$ cat src/rtl/pc.sv
// -----------------------------------------------------------------------------
// pc -- program counter of the single-cycle MIPS32 core.
//
// Holds the address of the instruction being fetched. On every rising clock
// edge (reset released) it advances to exactly one of:
//   - jump target  : {seq[31:28], jump_addr, 2'b00}   (highest priority)
//   - branch target: seq + (offset << 2)              (branch & zero)
//   - sequential   : seq = pc_value + 4
// All arithmetic wraps modulo 2^32 silently. There is no stall input: the PC
// updates every cycle.
//
// Parameters
//   RESET_ADDR  word-aligned address loaded while reset is asserted
//
// Ports
//   clk        in   1   system clock, rising-edge active
//   rst        in   1   asynchronous reset, active-low (0 = reset)
//   branch     in   1   current instruction is a conditional branch
//   zero       in   1   ALU zero flag; branch taken only when branch & zero
//   jump       in   1   current instruction is a J-type jump
//   jump_addr  in   26  instr[25:0], jump index in words
//   offset     in   32  sign-extended branch offset, in words
//   pc_value   out  32  current PC, registered
// -----------------------------------------------------------------------------
module pc #(
  parameter logic [31:0] RESET_ADDR = 32'h0000_0000
) (
  input  logic        clk,
  input  logic        rst,
  input  logic        branch,
  input  logic        zero,
  input  logic        jump,
  input  logic [25:0] jump_addr,
  input  logic [31:0] offset,
  output logic [31:0] pc_value
);

  logic [31:0] seq;
  logic [31:0] branch_target;
  logic [31:0] jump_target;
  logic [31:0] next_pc;

  // The word-to-byte shift pushes offset[31:30] out of the 32-bit sum; they
  // are intentionally dropped.
  logic [1:0]  unused_offset_hi;
  assign unused_offset_hi = offset[31:30];

  // Both targets are relative to the already-incremented PC, matching the
  // MIPS delay-slot-free addressing used by this core.
  assign seq           = pc_value + 32'd4;
  assign branch_target = seq + {offset[29:0], 2'b00};
  assign jump_target   = {seq[31:28], jump_addr, 2'b00};

  // NOTE: next_pc gets a default before any branch of the if-chain, so every
  // path assigns it and no latch is inferred.
  always_comb begin
    next_pc = seq;
    if (jump) begin
      next_pc = jump_target;
    end else if (branch && zero) begin
      next_pc = branch_target;
    end
  end

  // NOTE: state registers use non-blocking assignments so every flop samples
  // the pre-edge values, independent of process evaluation order.
  always_ff @(posedge clk or negedge rst) begin
    if (!rst) begin
      pc_value <= RESET_ADDR;
    end else begin
      pc_value <= next_pc;
    end
  end

endmodule

$ cat config.mk
export PLATFORM = sky130hd
export DESIGN_NAME = pc
export DESIGN_NICKNAME = d
export VERILOG_FILES = /design/src/rtl/pc.sv
export SDC_FILE = /design/constraint.sdc
export NUM_CORES = 1
export LEC_CHECK = 0
export ABC_AREA = 1
export BUFFER_PORTS_ARGS = -buffer_cell sky130_fd_sc_hd__clkbuf_2
export CAP_MARGIN = 30
export CORE_MARGIN = 2
export CORE_UTILIZATION = 30
export DETAILED_ROUTE_END_ITERATION = 6
export PLACE_DENSITY = 0.6
export RECOVER_POWER = 100
export SLEW_MARGIN = 0
export SYNTH_ARGS = -nofsm -noshare
export SYNTH_HDL_FRONTEND = slang
export SYNTH_SLANG_ARGS = --single-unit
$ cat constraint.sdc
create_clock -name clk -period 3 [get_ports clk]
set_clock_uncertainty 0.15 [all_clocks]
set_input_delay 0.6 -clock clk [delete_from_list [all_inputs] [get_ports clk]]
set_output_delay 0.6 -clock clk [all_outputs]
set_load 0.005 [all_outputs]
==> impl_results.md, run 1 <==
* Result of the run: finished, violations left
* Violated checks: capacitance limit, slew limit
* Hold buffer count at CTS at 0
* Cts bufs inserted at 5
* Cell count after synthesis at a little over 800
* Core utilization of the finished layout at 0.467
* Number of clock sinks at 30
* CTS tree: done
* Transition time of the tightest slew-check pin at between 1.5 and 2 ns
* Required @ worst endpoint at 3.06 ns
* Antenna violations before repair at 0
* Worst IR Drop VDD at about 280 uV
* Later-pin clock latency in the skew report at roughly 0.28 ns
* Routed via count at around 5600
* Share of layout cells above drive strength 1 at 0.406
* Via/cell ratio at between 4 and 5
* Synth warn at 0
* Final Max Slew Viols at 31
* Critical path buffers and inverters at 3
* Mean instance size in the synthesized netlist at approximately 5.6 um2
* Pin count of the biggest net entering global routing at 31
* Total power after layout at approximately 0.0031 W
* DRC violation total after the first TritonRoute iteration at approximately 390
* Startpoint class of the critical path: flip-flop
* Setup-failing EPs final at 0
* Post-DP HPWL at approximately 14000 um
* Kind of cell with the highest combined delay on the critical path: simple AND/OR/NAND/NOR gates
* Worst rel slew slack at -0.0621
* Maximum capacitance violations at 1
* CTS Root Cell: sky130_fd_sc_hd__clkbuf_16
* Upper clock frequency limit at around 340 MHz
* Core area at between 15000 and 20000 um2
* Max H-tree Level at 2
* Full die area at ~16000 um2
* Worst hold slack at 0.403 ns
* Critical setup path kind: reg -> reg
* Routability congestion estimate at around 0.9
* Layout-stage area growth over the synthesis result at 53.1%
* Most common cell on crit path: sky130_fd_sc_hd__nand2_1
* Effective utilization at floorplan at 0.305
* Vias in the first global route at between 5000 and 6000
* Yosys top cell area share at 0.235
* Post-synthesis sequential element count at 30
* Minimum clock period after layout at between 2 and 3 ns
* Ratio of total power to cell area at roughly 440 nW/um2
* Grt total ovfl at 0
* Top flop regs: pc_value (30)
* Post-synth top area cell: sky130_fd_sc_hd__nand2_1
* Tot GR Track Use at 0.201
* Largest driver fanout on the critical path at 5
* Post-route worst setup slack at about 0.066 ns
* RSZ-0062 raised after global routing: true
* DIE HEIGHT at 128 um
* WL per Instance at roughly 14 um
* Final nets at 1100
* Setup slack after placement at -0.0605 ns
* Post-synthesis instance area at about 4600 um2
* Residual DRC count at 0
* Number of filler cells placed in the layout at 1508
* Post-route clock period utilization at 0.978
* Endpoint type of the worst setup path: flip-flop
* Main area contributors after synthesis: sky130_fd_sc_hd__nand2_1 (24%), sky130_fd_sc_hd__dfrtp_1 (16%), sky130_fd_sc_hd__inv_1 (11%)
* Synth unique cells at 37
* Total Routed Length at around 17000 um
* Static leakage at about 3.7 nW
* Number of top-level pins at 95
* Quantity of I/O buffers inserted on ports at 90
* Global-route wire length before repair at 25600 um
* Clock slew seen by the registers of the worst setup and hold paths at 0.05 ns
* Number of hold-slack violations in the final timing report at 0
* Antenna violation net count after detailed routing at 0
* Die outline width at between 100 and 150 um
* Proportion of synthesized chip area in sequential cells at 0.163
* Number of search-and-repair iterations in the first detailed-routing pass at 6
* Class of the tightest hold or removal check: in -> reg
* # diodes at 0
* Register containing the most flip-flops in the final layout: pc_value
* Number of buffers between clock root and the deepest sink at 2
* Worst path max stage delay at around 0.45 ns
* Max FFs per register at 30
* Cell-by-cell trace of the critical path: nand3_2 -> nor2_4 -> nand2_4 -> nor2_4 -> nand2_1 -> nand2_1 -> nand2_1 -> ha_4 -> buf_4 -> nand2_1 -> nand2_1 -> nand2_1 -> nand2_1 -> inv_1 -> nand2_1 -> a21oi_2 -> buf_4 -> nand3_1 -> nand3_2 -> a21oi_2
* Number of rows in the core area at 45
* Slowest cell on the critical path: sky130_fd_sc_hd__dfrtp_1
* CP arrival at about 3 ns
[through the flow]
stage	TNS (ns)	area [um2]	instances
6_report	0	7050	1188
5_1_grt	-0.610	7050	1188
4_1_cts	-0.0393	5980	1167
3_5_place_dp	-0.243	5790	1159
3_3_place_gp	-0.175	5790	1159
2_1_floorplan	0	4610	821
[cells in the mapped netlist, drive strengths merged]
master and number:
a21o 1, a21oi 42, a31oi 13, and2 6
buf 5, clkbuf 6, conb 1, dfrtp 30
fa 1, ha 37, inv 137, nand2 298
nand3 67, nand3b 7, nand4 14, nor2 97
nor3 9, o21ai 18, o21bai 5, or2 10
xnor2 7, xor2 9
[placed cells by master, fill, tap and decap left out, types with 3 or more instances in the layout]
cell / synthesis / layout
sky130_fd_sc_hd__a21oi_1: 39 / 17
sky130_fd_sc_hd__a21oi_2: 3 / 25
sky130_fd_sc_hd__a31oi_1: 13 / 13
sky130_fd_sc_hd__and2_1: 5 / 3
sky130_fd_sc_hd__buf_4: 2 / 90
sky130_fd_sc_hd__clkbuf_16: 0 / 5
sky130_fd_sc_hd__clkbuf_2: 0 / 89
sky130_fd_sc_hd__dfrtp_1: 30 / 20
sky130_fd_sc_hd__dfrtp_2: 0 / 10
sky130_fd_sc_hd__ha_1: 37 / 14
sky130_fd_sc_hd__ha_2: 0 / 3
sky130_fd_sc_hd__ha_4: 0 / 20
sky130_fd_sc_hd__inv_1: 136 / 129
sky130_fd_sc_hd__inv_2: 1 / 8
sky130_fd_sc_hd__nand2_1: 289 / 237
sky130_fd_sc_hd__nand2_2: 8 / 53
sky130_fd_sc_hd__nand2_4: 1 / 8
sky130_fd_sc_hd__nand3_1: 66 / 55
sky130_fd_sc_hd__nand3_2: 1 / 11
sky130_fd_sc_hd__nand3b_1: 7 / 7
sky130_fd_sc_hd__nand4_1: 14 / 14
sky130_fd_sc_hd__nor2_1: 84 / 50
sky130_fd_sc_hd__nor2_2: 6 / 23
sky130_fd_sc_hd__nor2_4: 6 / 23
sky130_fd_sc_hd__nor3_1: 9 / 3
sky130_fd_sc_hd__nor3_2: 0 / 3
sky130_fd_sc_hd__nor3_4: 0 / 3
sky130_fd_sc_hd__o21ai_0: 14 / 10
sky130_fd_sc_hd__o21ai_1: 4 / 6
sky130_fd_sc_hd__o21bai_1: 5 / 5
sky130_fd_sc_hd__or2_2: 9 / 9
sky130_fd_sc_hd__xnor2_2: 1 / 4
sky130_fd_sc_hd__xor2_1: 8 / 3
sky130_fd_sc_hd__xor2_2: 1 / 3
sky130_fd_sc_hd__xor2_4: 0 / 3
[worst paths after layout]
check,start,endpoint,slack [ns],cells after the start
max,pc_value[10]$_DFF_PN0_,pc_value[27]$_DFF_PN0_,0.07,20
min,jump_addr[5],pc_value[7]$_DFF_PN0_,0.40,3
max reg2reg,pc_value[10]$_DFF_PN0_,pc_value[27]$_DFF_PN0_,0.07,20
min reg2reg,pc_value[30]$_DFF_PN0_,pc_value[30]$_DFF_PN0_,0.53,4
max in group asynchronous,rst,pc_value[22]$_DFF_PN0_,1.09,1
min in group asynchronous,rst,pc_value[4]$_DFF_PN0_,0.56,1
[power by group]
part | internal [W] | switching (W)
sequential | 0.000475 | 0.0000961
combinational | 0.000888 | 0.00116
clock | 0.000328 | 0.000180
[routing by layer]
layer / part of all wire / wire (um) / up-vias / global-route usage
met5: 0 / 0 / - / 0
met4: 0.038 / 647 / 0 / 0.0814
met3: 0.032 / 554 / 39 / 0.0150
met2: 0.46 / 7990 / 132 / 0.328
met1: 0.47 / 8010 / 2545 / 0.276
li1: - / - / 2924 / -
[worst min-delay path, cell delays in order]
cell and delay, ns:
sky130_fd_sc_hd__clkbuf_2 0.08, sky130_fd_sc_hd__nand2_1 0.05, sky130_fd_sc_hd__nand2_1 0.07
[cells by family after synthesis]
logic type / share of synthesized area
and+or+nand+nor: 0.480
buffers and inverters: 0.122
AOI/OAI and AO/OA: 0.0950
adders and majority gates: 0.105
DFF: 0.163
xor gates and xnor gates: 0.0337
other: 0.000814
[cell type report]
cell class                 count  area (um2)  area share
clock buffer                   7         143      0.0202
clock inverter                 1        5.00    0.000710
inverter                     137         514      0.0729
multi-input combinational    643        4230       0.599
sequential                    30         763       0.108
tap                          188         235      0.0334
timing repair buffer         182        1160       0.165
[what timing repair did]
item                       CTS  global route
pin swaps                    3            59
gates cloned                 0             0
resized for setup           10           209
setup endpoints to repair   12            21
buffers inserted             0            21
(Power assumes the default switching activity.)
==> run 2, diff against run 1 <==
--- a/config.mk
+++ b/config.mk
@@ -9,9 +9,9 @@
 export BUFFER_PORTS_ARGS = -buffer_cell sky130_fd_sc_hd__clkbuf_2
 export CAP_MARGIN = 30
 export CORE_MARGIN = 2
-export CORE_UTILIZATION = 30
+export CORE_UTILIZATION = 25
 export DETAILED_ROUTE_END_ITERATION = 6
-export PLACE_DENSITY = 0.6
+export PLACE_DENSITY = 0.54
 export RECOVER_POWER = 100
 export SLEW_MARGIN = 0
 export SYNTH_ARGS = -nofsm -noshare
==> impl_results.md, run 2 (synthesis results as in run 1) <==
* Routed via count at 5592 (-0.85%)
* Worst reg2reg setup slack at 0.08 ns (about the same)
* Number of cells in the finished layout apart from fillers at 1232 (+3.7%)
* Setup-failing EPs final at 0 (unchanged)
* WL met3 at 472 um (-15%)
* Number of search-and-repair iterations in the first detailed-routing pass at 5 (-1)
* Pin count of the biggest net entering global routing at 41 (+32%)
* Later-pin clock latency in the skew report at 0.28 ns (about the same)
* Top flop regs: pc_value (30)
* Net switching power at 0.00143 W (-0.87%)
* Ratio of total power to cell area at 444 nW/um2 (about the same)
* Number of clock sinks at 30 (unchanged)
* Antenna violations before repair at 0 (unchanged)
* Internal power component at 0.00167 W (-1.1%)
* Endpoint type of the worst setup path: flip-flop
* Met2 routed wirelength at 8530 um (+6.7%)
* Share of layout cells above drive strength 1 at 0.371 (-0.0351)
* Clock slew seen by the registers of the worst setup and hold paths at 0.05 ns (about the same)
* Final nets at 1103 (+0.27%)
* Core utilization of the finished layout at 0.388 (-0.0798)
* Worst setup path end: pc_value[21]$_DFF_PN0_
* DIE HEIGHT at 140 um (+9.2%)
* Antenna violation net count after detailed routing at 0 (unchanged)
* Post-DP HPWL at 14900 um (+6.9%)
* Top library cells by usage in the layout, fill and taps aside: sky130_fd_sc_hd__nand2_1 (256), sky130_fd_sc_hd__inv_1 (129), sky130_fd_sc_hd__buf_4 (88), sky130_fd_sc_hd__clkbuf_2 (84), sky130_fd_sc_hd__nand3_1 (55)
* Number of top-level pins at 95 (unchanged)
* Critical setup path kind: reg -> reg
* Worst IR Drop VDD at 261 uV (-7.0%)
* Worst reg2reg startpoint: pc_value[14]$_DFF_PN0_
* Logic gate share of total power at 0.651 (-0.004)
* Transition time of the tightest slew-check pin at 1.62 ns (+0.0256 ns)
* Quantity of I/O buffers inserted on ports at 90 (unchanged)
* Number of filler cells placed in the layout at 1943 (+29%)
* Setup slack after placement at -0.0749 ns (-0.0143 ns)
* Residual DRC count at 0 (unchanged)
* Placed Cells incl. Taps at 1205 (+4.0%)
* Worst path max stage delay at 0.44 ns (about the same)
* Cts bufs inserted at 5 (unchanged)
* Core area at 18000 um2 (+19%)
* Seq pwr share at 0.183 (about the same)
* Share of power burned in the clock network at 0.165 (+0.003)
* Worst reg2reg endpoint: pc_value[21]$_DFF_PN0_
* CTS Root Cell: sky130_fd_sc_hd__clkbuf_16
* Largest driver fanout on the critical path at 4 (-1)
* CTS tree: done
* Final Max Slew Viols at 31 (unchanged)
* Post-route clock period utilization at 0.975 (-0.00335)
* Vias in the first global route at 5162 (+1.1%)
* Path depth of the worst reg2reg path at 15 (-25%)
* Number of buffers between clock root and the deepest sink at 2 (unchanged)
* Result of the run: finished, violations left
* Met1 layer wirelength in the final routing at 8490 um (+6.0%)
* WL per Instance at 14.5 um (+0.41%)
* Cell-by-cell trace of the critical path: nand2_2 -> nor2_4 -> nand4_1 -> nor2_2 -> nand3_1 -> and2_4 -> ha_4 -> nand2_2 -> nor2_2 -> inv_1 -> o21ai_1 -> inv_1 -> nand4_1 -> nand3_2 -> a21oi_2
* Static leakage at 3.60 nW (-1.7%)
* Required @ worst endpoint at 3.06 ns (about the same)
* Highest metal layer with signal wires: met4
* Post-route worst setup slack at 0.0762 ns (+0.0101 ns)
* Violated checks: capacitance limit, slew limit
* Routability congestion estimate at 0.945 (+3.3%)
* Slowest cell on the critical path: sky130_fd_sc_hd__dfrtp_1
* # diodes at 0 (unchanged)
* Layout-stage area growth over the synthesis result at 51.6%
* Max FFs per register at 30 (unchanged)
* Effective utilization at floorplan at 0.256 (-0.0497)
* Grt total ovfl at 0 (unchanged)
* Tot GR Track Use at 0.174 (-0.0272)
* Global-route wire length before repair at 26800 um (+4.9%)
* RSZ-0062 raised after global routing: true
* Share of total power consumed by net switching at 0.460 (+0.000604)
* DRC violation total after the first TritonRoute iteration at 273 (-29%)
* Hold buffer count at CTS at 0 (unchanged)
* Class of the tightest hold or removal check: in -> reg
* Total Routed Length at 17900 um (+4.1%)
* Max H-tree Level at 2 (unchanged)
* Most common cell after layout, fill and taps aside: sky130_fd_sc_hd__nand2_1
* Design Area, Final at 6990 um2 (-0.94%)
* Worst rel slew slack at -0.0791 (-0.0170)
* Number of hold-slack violations in the final timing report at 0 (unchanged)
* Register containing the most flip-flops in the final layout: pc_value
* Dpl cell area at 5870 um2 (+1.3%)
* Startpoint class of the critical path: flip-flop
* Via/cell ratio at 4.54 (-4.4%)
* Die outline width at 140 um (+9.2%)
* Minimum clock period after layout at 2.92 ns (-0.0101 ns)
* Number of rows in the core area at 49 (+8.9%)
* Sum of negative setup slack at 0 ns (unchanged)
* Maximum capacitance violations at 1 (unchanged)
* CP arrival at 2.98 ns (about the same)
* Upper clock frequency limit at 342 MHz (+0.34%)
* Full die area at 19500 um2 (+19%)
* Worst setup path startpoint: pc_value[14]$_DFF_PN0_
==> run 2: cell types whose count changed in the layout (fill, tap and decap cells not counted), moves of 3 or more <==
cell / previous run / this run
sky130_fd_sc_hd__xnor2_1: 1 / 4
sky130_fd_sc_hd__nor2_4: 23 / 20
sky130_fd_sc_hd__dfrtp_1: 20 / 24
sky130_fd_sc_hd__clkbuf_1: 2 / 12
sky130_fd_sc_hd__clkbuf_2: 89 / 84
sky130_fd_sc_hd__dfrtp_2: 10 / 6
sky130_fd_sc_hd__xnor2_2: 4 / 1
sky130_fd_sc_hd__nand2_2: 53 / 36
sky130_fd_sc_hd__nand2_1: 237 / 256
sky130_fd_sc_hd__ha_4: 20 / 23
==> run 2: how the worst min path moves through the flow <==
stage          slack [ns]  depth (start not counted)                   start                      to
2_1_floorplan        0.15                          0                     rst  pc_value[10]$_DFF_PN0_
3_3_place_gp         0.53                          4  pc_value[30]$_DFF_PN0_  pc_value[30]$_DFF_PN0_
3_5_place_dp         0.51                          4  pc_value[30]$_DFF_PN0_  pc_value[30]$_DFF_PN0_
4_1_cts              0.26                          1                     rst   pc_value[7]$_DFF_PN0_
5_1_grt              0.42                          3            jump_addr[5]   pc_value[7]$_DFF_PN0_
6_report             0.41                          3           jump_addr[18]  pc_value[20]$_DFF_PN0_
==> run 2: area by class of cell <==
class | count | area, um2 | area share
clock buffer | 7 | 143 | 0.0204
clock inverter | 1 | 5.00 | 0.000716
inverter | 137 | 517 | 0.0740
multi-input combinational | 643 | 4140 | 0.593
sequential | 30 | 758 | 0.109
tap | 229 | 287 | 0.0410
timing repair buffer | 185 | 1140 | 0.163
==> run 2: metrics by stage <==
step                power [W]  hold WS [ns]
floorplan             0.00154         0.154
global placement      0.00219         0.526
detailed placement    0.00220         0.513
CTS                   0.00274         0.259
global route          0.00336         0.420
finish                0.00310         0.414
==> run 2: layer usage <==
layer | vias up | global-route usage
li1 | 2936 | -
met3 | 21 | 0.00998
met2 | 109 | 0.295
met4 | 0 | 0.0426
met1 | 2526 | 0.242
met5 | - | 0
==> run 2: power by group through the flow <==
stage	sequential [W]	clock (W)	combinational, W
after global placement	0.000558	0	0.00163
after global routing	0.000578	0.000538	0.00224
final	0.000568	0.000513	0.00202
after detailed placement	0.000558	0	0.00164
after CTS	0.000550	0.000515	0.00168
after floorplan	0.000558	0	0.000982
==> run 2: what timing repair did <==
item,in CTS,in global routing
pin swaps,6,55
endpoints found under the setup margin,11,23
buffers inserted,6,13
resized for setup,14,174
==> run 2: worst max-delay path: cells and delay by family (launching register included) <==
| kind | cells | cell delay, ns |
|---|---|---|
| simple gates | 10 | 1.28 |
| fa+ha+maj | 1 | 0.28 |
| compound gates | 2 | 0.50 |
| flops | 1 | 0.44 |
| buf+inv | 2 | 0.19 |
